--- src/rtl/hazard_stall_controller.sv ---
// hazard_stall_controller: decode-stage RAW interlock that owns ID/EX, tracks
// in-flight writers in a small countdown scoreboard, and squashes decode on taken branches.
module hazard_stall_controller #(
    parameter int ALU_LAT = 2,
    parameter int LD_LAT  = 2,
    parameter int ENTRIES = 4
) (
    input  logic        clk,
    input  logic        rst_n,
    input  logic        id_valid,
    input  logic [31:0] id_instr,
    input  logic        ex_branch_taken,
    output logic        stall_fetch,
    output logic        flush,
    output logic        issue_valid,
    output logic [31:0] issue_instr,
    output logic        sb_full,
    output logic [15:0] stall_cycles
);
    localparam logic [2:0] L_ALU = 3'(ALU_LAT);
    localparam logic [2:0] L_LD  = 3'(LD_LAT);

    logic [ENTRIES-1:0] r_v;
    logic [5:0]         r_reg [ENTRIES];
    logic [2:0]         r_cnt [ENTRIES];
    logic               r_issue_valid;
    logic [31:0]        r_issue_instr;
    logic [15:0]        r_stall_cycles;

    logic [3:0]         w_op;
    logic [5:0]         w_rd;
    logic [5:0]         w_rs;
    logic [5:0]         w_rt;
    logic               w_writer;
    logic               w_use_rs;
    logic               w_use_rt;
    logic               w_match;
    logic               w_hazard;
    logic               w_alloc;
    logic [2:0]         w_lat;
    logic [ENTRIES-1:0] w_free;
    logic [ENTRIES-1:0] w_pick;

    always_comb begin
        w_op     = id_instr[31:28];
        w_rd     = id_instr[27:22];
        w_rs     = id_instr[21:16];
        w_rt     = id_instr[15:10];
        w_writer = w_op inside {4'h4, 4'h5, 4'h6, 4'h7, 4'hE, 4'hF};
        w_use_rs = w_op inside {4'h4, 4'h5, 4'h6, 4'h7, 4'hE, 4'hB, 4'h9};
        w_use_rt = w_op inside {4'h4, 4'h7};
        w_lat    = (w_op == 4'hE) ? L_LD : L_ALU;
        w_match  = 1'b0;
        w_free   = '0;
        // an entry whose count expires at this edge may be reused at the same edge
        for (int i = 0; i < ENTRIES; i++) begin
            w_free[i] = !r_v[i] || (r_cnt[i] == 3'd1);
            w_match   = w_match || (r_v[i] && ((w_use_rs && r_reg[i] == w_rs) ||
                                               (w_use_rt && r_reg[i] == w_rt)));
        end
        w_pick      = w_free & (~w_free + ENTRIES'(1));
        sb_full     = &r_v;
        flush       = ex_branch_taken;
        w_hazard    = id_valid && !flush && (w_match || (w_writer && sb_full));
        stall_fetch = w_hazard;
        w_alloc     = id_valid && !flush && !w_hazard && w_writer && (w_lat != 3'd0);
    end

    always_ff @(posedge clk or negedge rst_n) begin
        if (!rst_n) begin
            r_v            <= '0;
            for (int i = 0; i < ENTRIES; i++) begin
                r_reg[i] <= '0;
                r_cnt[i] <= '0;
            end
            r_issue_valid  <= 1'b0;
            r_issue_instr  <= '0;
            r_stall_cycles <= '0;
        end else begin
            for (int i = 0; i < ENTRIES; i++) begin
                if (r_v[i]) begin
                    r_cnt[i] <= r_cnt[i] - 3'd1;
                    if (r_cnt[i] == 3'd1) r_v[i] <= 1'b0;
                end
                if (w_alloc && w_pick[i]) begin
                    r_v[i]   <= 1'b1;
                    r_reg[i] <= w_rd;
                    r_cnt[i] <= w_lat;
                end
            end
            r_issue_valid <= id_valid && !flush && !w_hazard;
            r_issue_instr <= (flush || w_hazard) ? 32'd0 : id_instr;
            if (w_hazard && r_stall_cycles != 16'hFFFF) r_stall_cycles <= r_stall_cycles + 16'd1;
        end
    end

    assign issue_valid  = r_issue_valid;
    assign issue_instr  = r_issue_instr;
    assign stall_cycles = r_stall_cycles;
endmodule

--- config.mk ---
export PLATFORM = sky130hd
export DESIGN_NAME = hazard_stall_controller
export DESIGN_NICKNAME = d
export VERILOG_FILES = /design/src/rtl/hazard_stall_controller.sv
export SDC_FILE = /design/constraint.sdc
export NUM_CORES = 1
export LEC_CHECK = 0
export ABC_AREA = 1
export CAP_MARGIN = 40
export CORE_ASPECT_RATIO = 0.7
export CORE_UTILIZATION = 48
export DETAILED_ROUTE_END_ITERATION = 6
export PLACE_DENSITY = 0.8
export REMOVE_ABC_BUFFERS = 1
export SLEW_MARGIN = 20
export SYNTH_ARGS = -nofsm -noshare
export SYNTH_HDL_FRONTEND = slang
export SYNTH_SLANG_ARGS = --single-unit
--- constraint.sdc ---
create_clock -name clk -period 1.7 [get_ports clk]
set_clock_uncertainty 0.05 [all_clocks]
set_input_delay 0.34 -clock clk [delete_from_list [all_inputs] [get_ports clk]]
set_output_delay 0.34 -clock clk [all_outputs]
set_load 0.02 [all_outputs]
# Yosys cells after proc, flatten, opt, wreduce, memory -nomap -nowiden
# Index checks and enable logic that the tools add are counted.
dict set report op_classes {
  add_sub_neg 6
  n_mux 21
  reduce_logical 49
  n_bitwise 2
  n_eq_ne 21
}
# cell n
set op_table {}
lappend op_table {{$eq A6 B6 Y1} 8}
lappend op_table {{$mux W32} 1}
lappend op_table {{$mux W3} 8}
lappend op_table {{$logic_and A1 B1 Y1} 22}
lappend op_table {{$add A16 B1 Y16 const B} 1}
lappend op_table {{$eq A4 B3 Y1 const B} 4}
lappend op_table {{$eq A4 B4 Y1 const B} 4}
lappend op_table {{$ne A16 B16 Y1 const B} 1}
lappend op_table {{$logic_or A1 B1 Y1} 13}
lappend op_table {{$eq A3 B1 Y1 const B} 4}
lappend op_table {{$mux W1} 12}
lappend op_table {{$sub A3 B1 Y3 const B} 4}
lappend op_table {{$reduce_bool A2 Y1} 5}
lappend op_table {{$reduce_bool A7 Y1} 1}
lappend op_table {{$logic_not A1 Y1} 6}
lappend op_table {{$reduce_bool A6 Y1} 1}
lappend op_table {{$add A4 B1 Y4 const B} 1}
lappend op_table {{$and A4 B4 Y4} 1}
lappend op_table {{$not A4 Y4} 1}
lappend op_table {{$reduce_and A4 Y1} 1}
dict set report totals {
  output_inout_bits 52
  inputBits 36
  reg_bits 89
  word_cells 111
}

# Depth between registers and ports, before layout
dict set report depth {
  ltp_word 15
  ltp_mapped 17
  depth_no_buf 15
}

# Worst setup path before layout
# Ideal clock, no wire load.
dict set report synth_timing {
  path_kind {reg-to-output}
  startpoint {register r_v[1]}
  endpoint {output port stall_fetch}
  path_buffers 0
  setup_slack_ns -0.310
  t_required_ns 1.310
  t_arrival_ns 1.620
  stages_incl_launch_ff 9
  path_cell_list {dfrtp_1 > inv_1 > nor4_2 > nand2_1 > nand3_2 > nor2_8 > inv_2 > nand2_2 > inv_1}
}
dict set report synth_via {
  elab_cells_between_ends 8
  cone_classes {reduce/logical (8)}
}
# element line
set synth_lines {}
lappend synth_lines {{start: declaration} 23} ;# logic [ENTRIES-1:0] r_v;
lappend synth_lines {{start signal: assignment} 71} ;# r_v <= '0;
lappend synth_lines {{start signal: indexed assignment} 83} ;# if (r_cnt[i] == 3'd1) r_v[i] <= 1'b0;
lappend synth_lines {{start signal: indexed assignment} 86} ;# r_v[i] <= 1'b1;
lappend synth_lines {{$reduce_and A4 Y1} 62} ;# sb_full = &r_v;
lappend synth_lines {{via sb_full} 17} ;# output logic sb_full,
lappend synth_lines {{$logic_and A1 B1 Y1} 64} ;# w_hazard = id_valid && !flush && (w_match || (w_writer && sb_full));
lappend synth_lines {{$logic_or A1 B1 Y1} 64}
lappend synth_lines {{$logic_and A1 B1 Y1} 64}
lappend synth_lines {{end: declaration} 13} ;# output logic stall_fetch,
# The timed path passes the listed nets, and every way through them passes these cells.

# Final worst setup path
dict set report layout_timing {
  startpoint {register r_reg[20] (netlist bit)}
  endpoint {output port stall_fetch}
}
dict set report layout_via {
  elab_chain_len 9
  elab_cells_between_ends 11
  cone_classes {eq/ne (2); reduce/logical (9)}
}
# element line
set layout_lines {}
lappend layout_lines {{start: declaration} 24} ;# logic [5:0] r_reg [ENTRIES];
lappend layout_lines {{start signal: indexed assignment} 87} ;# r_reg[i] <= w_rd;
lappend layout_lines {{$eq A6 B6 Y1, on equally long branches} {58, 59}}
lappend layout_lines {{$logic_and A1 B1 Y1, on equally long branches} {58, 59}}
lappend layout_lines {{$logic_or A1 B1 Y1 (*)} 58} ;# w_match = w_match || (r_v[i] && ((w_use_rs && r_reg[i] == w_rs) ||
lappend layout_lines {{$logic_and A1 B1 Y1 (*)} 58}
lappend layout_lines {{$logic_or A1 B1 Y1 (*) (3 in a row)} 58}
lappend layout_lines {{$logic_or A1 B1 Y1 (*)} 64}
lappend layout_lines {{$logic_and A1 B1 Y1 (*)} 64}
# Mark *: on every way between the ends. The rest lies on a longest branch, timed or not.

==> run summary <==
Sequential element share of the synthesized area - 46.8%
Worst Max-Slew Pin Slew - 0.528 ns
Ys async rst share - 100%
Failing checks - setup timing
R2R cell count - 18
Mapped Area - 0.00476 mm^2
Clock root buffer - clkbuf_16
Pre-CTS WS - -1.24 ns
Yosys reg bits - 89
Post-synthesis simple-gate area fraction - 24.3%
Avg WL per Cell - 16.1 um
Area after DPL - 0.00612 mm^2
XOR/XNOR Fraction of Synth Area - 9.76%
Sequential power share - 36.8%
Syn Inst Count - 581
Synth Area in Adders - 2.37%
Worst setup EP type - output pin
Worst hold path type - in -> async
Htree depth - 3
Initial Utilization - 51.0%
Final setup margin - -0.573 ns
Total global routing track utilization - 29.0%
Share of the synthesized area in the top cell type - 46.8%
HPWL Detailed - 8700 um
Clk Latency, worst-skew pair - 0.34 ns
Min Tclk post-route - 2.27 ns
Reg-to-Reg Start - r_reg[1]
FMAX - 0.440 GHz
DRC errors left - 0
RR Endpoint - issue_instr[28]
Die Width - 121 um
CP cell instances - xnor2_1 -> nand3_1 -> nor2_2 -> nand2_1 -> nand2_2 -> nand2_2 -> nand2_4 -> nor2_8 -> inv_2 -> nand2_2 -> inv_2 -> buf_6
Nets@finish - 785
Largest family of logic cells by synthesized area - simple AND/OR/NAND/NOR gates
Cell mode on critical path - nand2_2
CP max stage cell - dfrtp_1
Avg Vias per Cell - 5.17
Top-count cell post-synth - nand2_1
Hold Slack - 0.406 ns
Combinational fraction of design power - 31.7%
Clk sink count - 89
Fin area - 0.00702 mm^2
Violation count after the first detailed-route iteration - 345
Max reg flops - 32
Flop-to-flop setup slack - -0.44 ns
Final Hold Vio Count - 0
Clock power share - 31.5%
Vias - 4501
Share of cells above drive strength 1 - 24.4%
Remaining Overflow, GRT - 0
Detail Route Antenna Nets - 0
Total number of yosys warnings - 0
Final Cycle Share - 134%
Leak Pwr - 0.00347 uW
# port buffers - 87
TritonCTS clock tree - built
CTS Buffer Depth - 2
Post-synth top cells - nand2_1 (147), dfrtp_1 (89), inv_1 (86)
TritonCTS Buffers - 9
Final GP Congestion - 0.962
WS Path Type - reg -> out
Site Rows - 29
DIE HEIGHT - 85.3 um
Area grow syn2layout - 47.6%
Startpoint Class - flip-flop
First-pass GRT wire length - 22400 um
Largest area contributor in the netlist - dfrtp_1
Worst EP required - 1.31 ns
Worst vdd ir - 0.000626 V
Final Max Slew Viols - 0
TritonRoute pass-1 iters - 5
Worst Path Arrival - 1.88 ns
P_sw - 2530 uW
Max Cap Viol - 0
Switch share - 32.1%
Int Power - 5340 uW
Post-Syn Area per Cell - 8.19 um^2
Sum Neg Setup Slack - -31.58 ns
EDFF count, synth - 0
RSZ-0062 raised after global routing - true
Compound-Gate Fraction of Synth Area - 5.50%
Top FF cell, synth - dfrtp_1
Total power - 7870 uW
Largest net degree at the start of global routing - 28
Routed WL - 14000 um
Pwr dens - 1120 mW/mm^2
Synth top area cells - dfrtp_1 (47%), nand2_1 (12%), inv_1 (6.8%), xnor2_1 (6.3%), o21ai_1 (4.4%)
Crit-path max cell delay - 0.44 ns
Area of the core - 0.00933 mm^2
I/O Pins - 88
Setup Viol. Count Final - 90
Number of distinct library cells after synthesis - 28
Fill cell count - 618
Outcome - finished with violations
Worst slew margin - 64.6%
Reg clk slew, reported paths - 0.06 ns
Initial antenna violation count - 1
Post-synthesis mux area share - 0%
Die area - 0.0103 mm^2
CP max FO - 3
Vias in the first global route - 4562
final cells by class:
class | count | area, um^2 | area share (%)
diodes | 1 | 2.50 | 0.0356
clock buffers | 11 | 253 | 3.60
clock inverters | 5 | 125 | 1.78
inverters | 107 | 402 | 5.72
multi-input cells | 368 | 2180 | 31.0
flip-flops and latches | 89 | 2230 | 31.7
well taps | 124 | 155 | 2.21
repair buffers | 165 | 1680 | 23.9
placed cells by master (no fill, tap or decap), types with 6 or more instances in the layout:
cell type / count
inv_2: 24
xnor2_1: 33
buf_12: 8
buf_6: 11
o21ai_2: 6
xor2_1: 18
dlygate4sd2_1: 32
nand3_1: 12
inv_1: 81
nand2_1: 138
dfrtp_1: 89
nand2_2: 10
clkbuf_16: 10
clkdlybuf4s50_1: 45
ha_1: 9
nor2_1: 39
buf_4: 55
o21ai_1: 36
nor3_1: 8
nor2_2: 23
kinds of logic after synthesis:
family	count (synthesis)
flops	89
compound gates	50
simple gates	255
buf+inv	125
xor+xnor	53
fa+ha+maj	9
layer usage:
| metal | up-vias | share of wire [%] | wire length (um) | GRT usage (%) |
|---|---|---|---|---|
| met4 | 0 | 3.0 | 416 | 13.4 |
| met1 | 2180 | 41 | 5760 | 34.8 |
| met2 | 200 | 49 | 6810 | 49.0 |
| met5 | - | 0 | 0 | 0 |
| met3 | 35 | 7.1 | 998 | 7.39 |
| li1 | 2086 | - | - | - |
how the worst max path moves through the flow:
stage                      start  slack [ns]              end  depth (start not counted)
floorplan                 r_v[1]       -0.49  stall_cycles[0]                          8
global placement    id_instr[28]       -1.24      stall_fetch                         14
detailed placement  id_instr[28]       -1.24      stall_fetch                         14
CTS                    r_reg[16]       -0.52      stall_fetch                         12
global route            r_reg[2]       -0.70      stall_fetch                         15
finish                 r_reg[20]       -0.57      stall_fetch                         12
worst max-delay path: cells and delay by family (launching register included):
kind,cells,cell delay (ns)
buffers and inverters,3,0.22
XOR/XNOR,1,0.20
AND/OR/NAND/NOR,8,0.67
flip-flops,1,0.44
per-stage QoR:
| step | instances | util [%] |
|---|---|---|
| after global placement | 831 | 65.7 |
| after floorplan | 563 | - |
| after CTS | 870 | 74.8 |
| final | 870 | 75.3 |
| after global routing | 870 | 75.3 |
| after detailed placement | 831 | 65.7 |
power by group through the flow:
| stage | clock network, uW | registers, uW | logic (uW) |
|---|---|---|---|
| after floorplan | 0 | 2880 | 1240 |
| after global placement | 0 | 2880 | 2050 |
| after detailed placement | 0 | 2900 | 2180 |
| after CTS | 2490 | 2870 | 2400 |
| after global routing | 2570 | 2930 | 2720 |
| final | 2470 | 2900 | 2500 |
repair_timing:
action                                  CTS  global route
endpoints found under the hold margin    23             0
gates resized for setup                  97            23
cloned                                    7             0
pin swaps                                21             8
hold buffers                              1             0
buffers inserted                         17             1
endpoints found under the setup margin  109            97
Power figures use the tool's default switching activity.
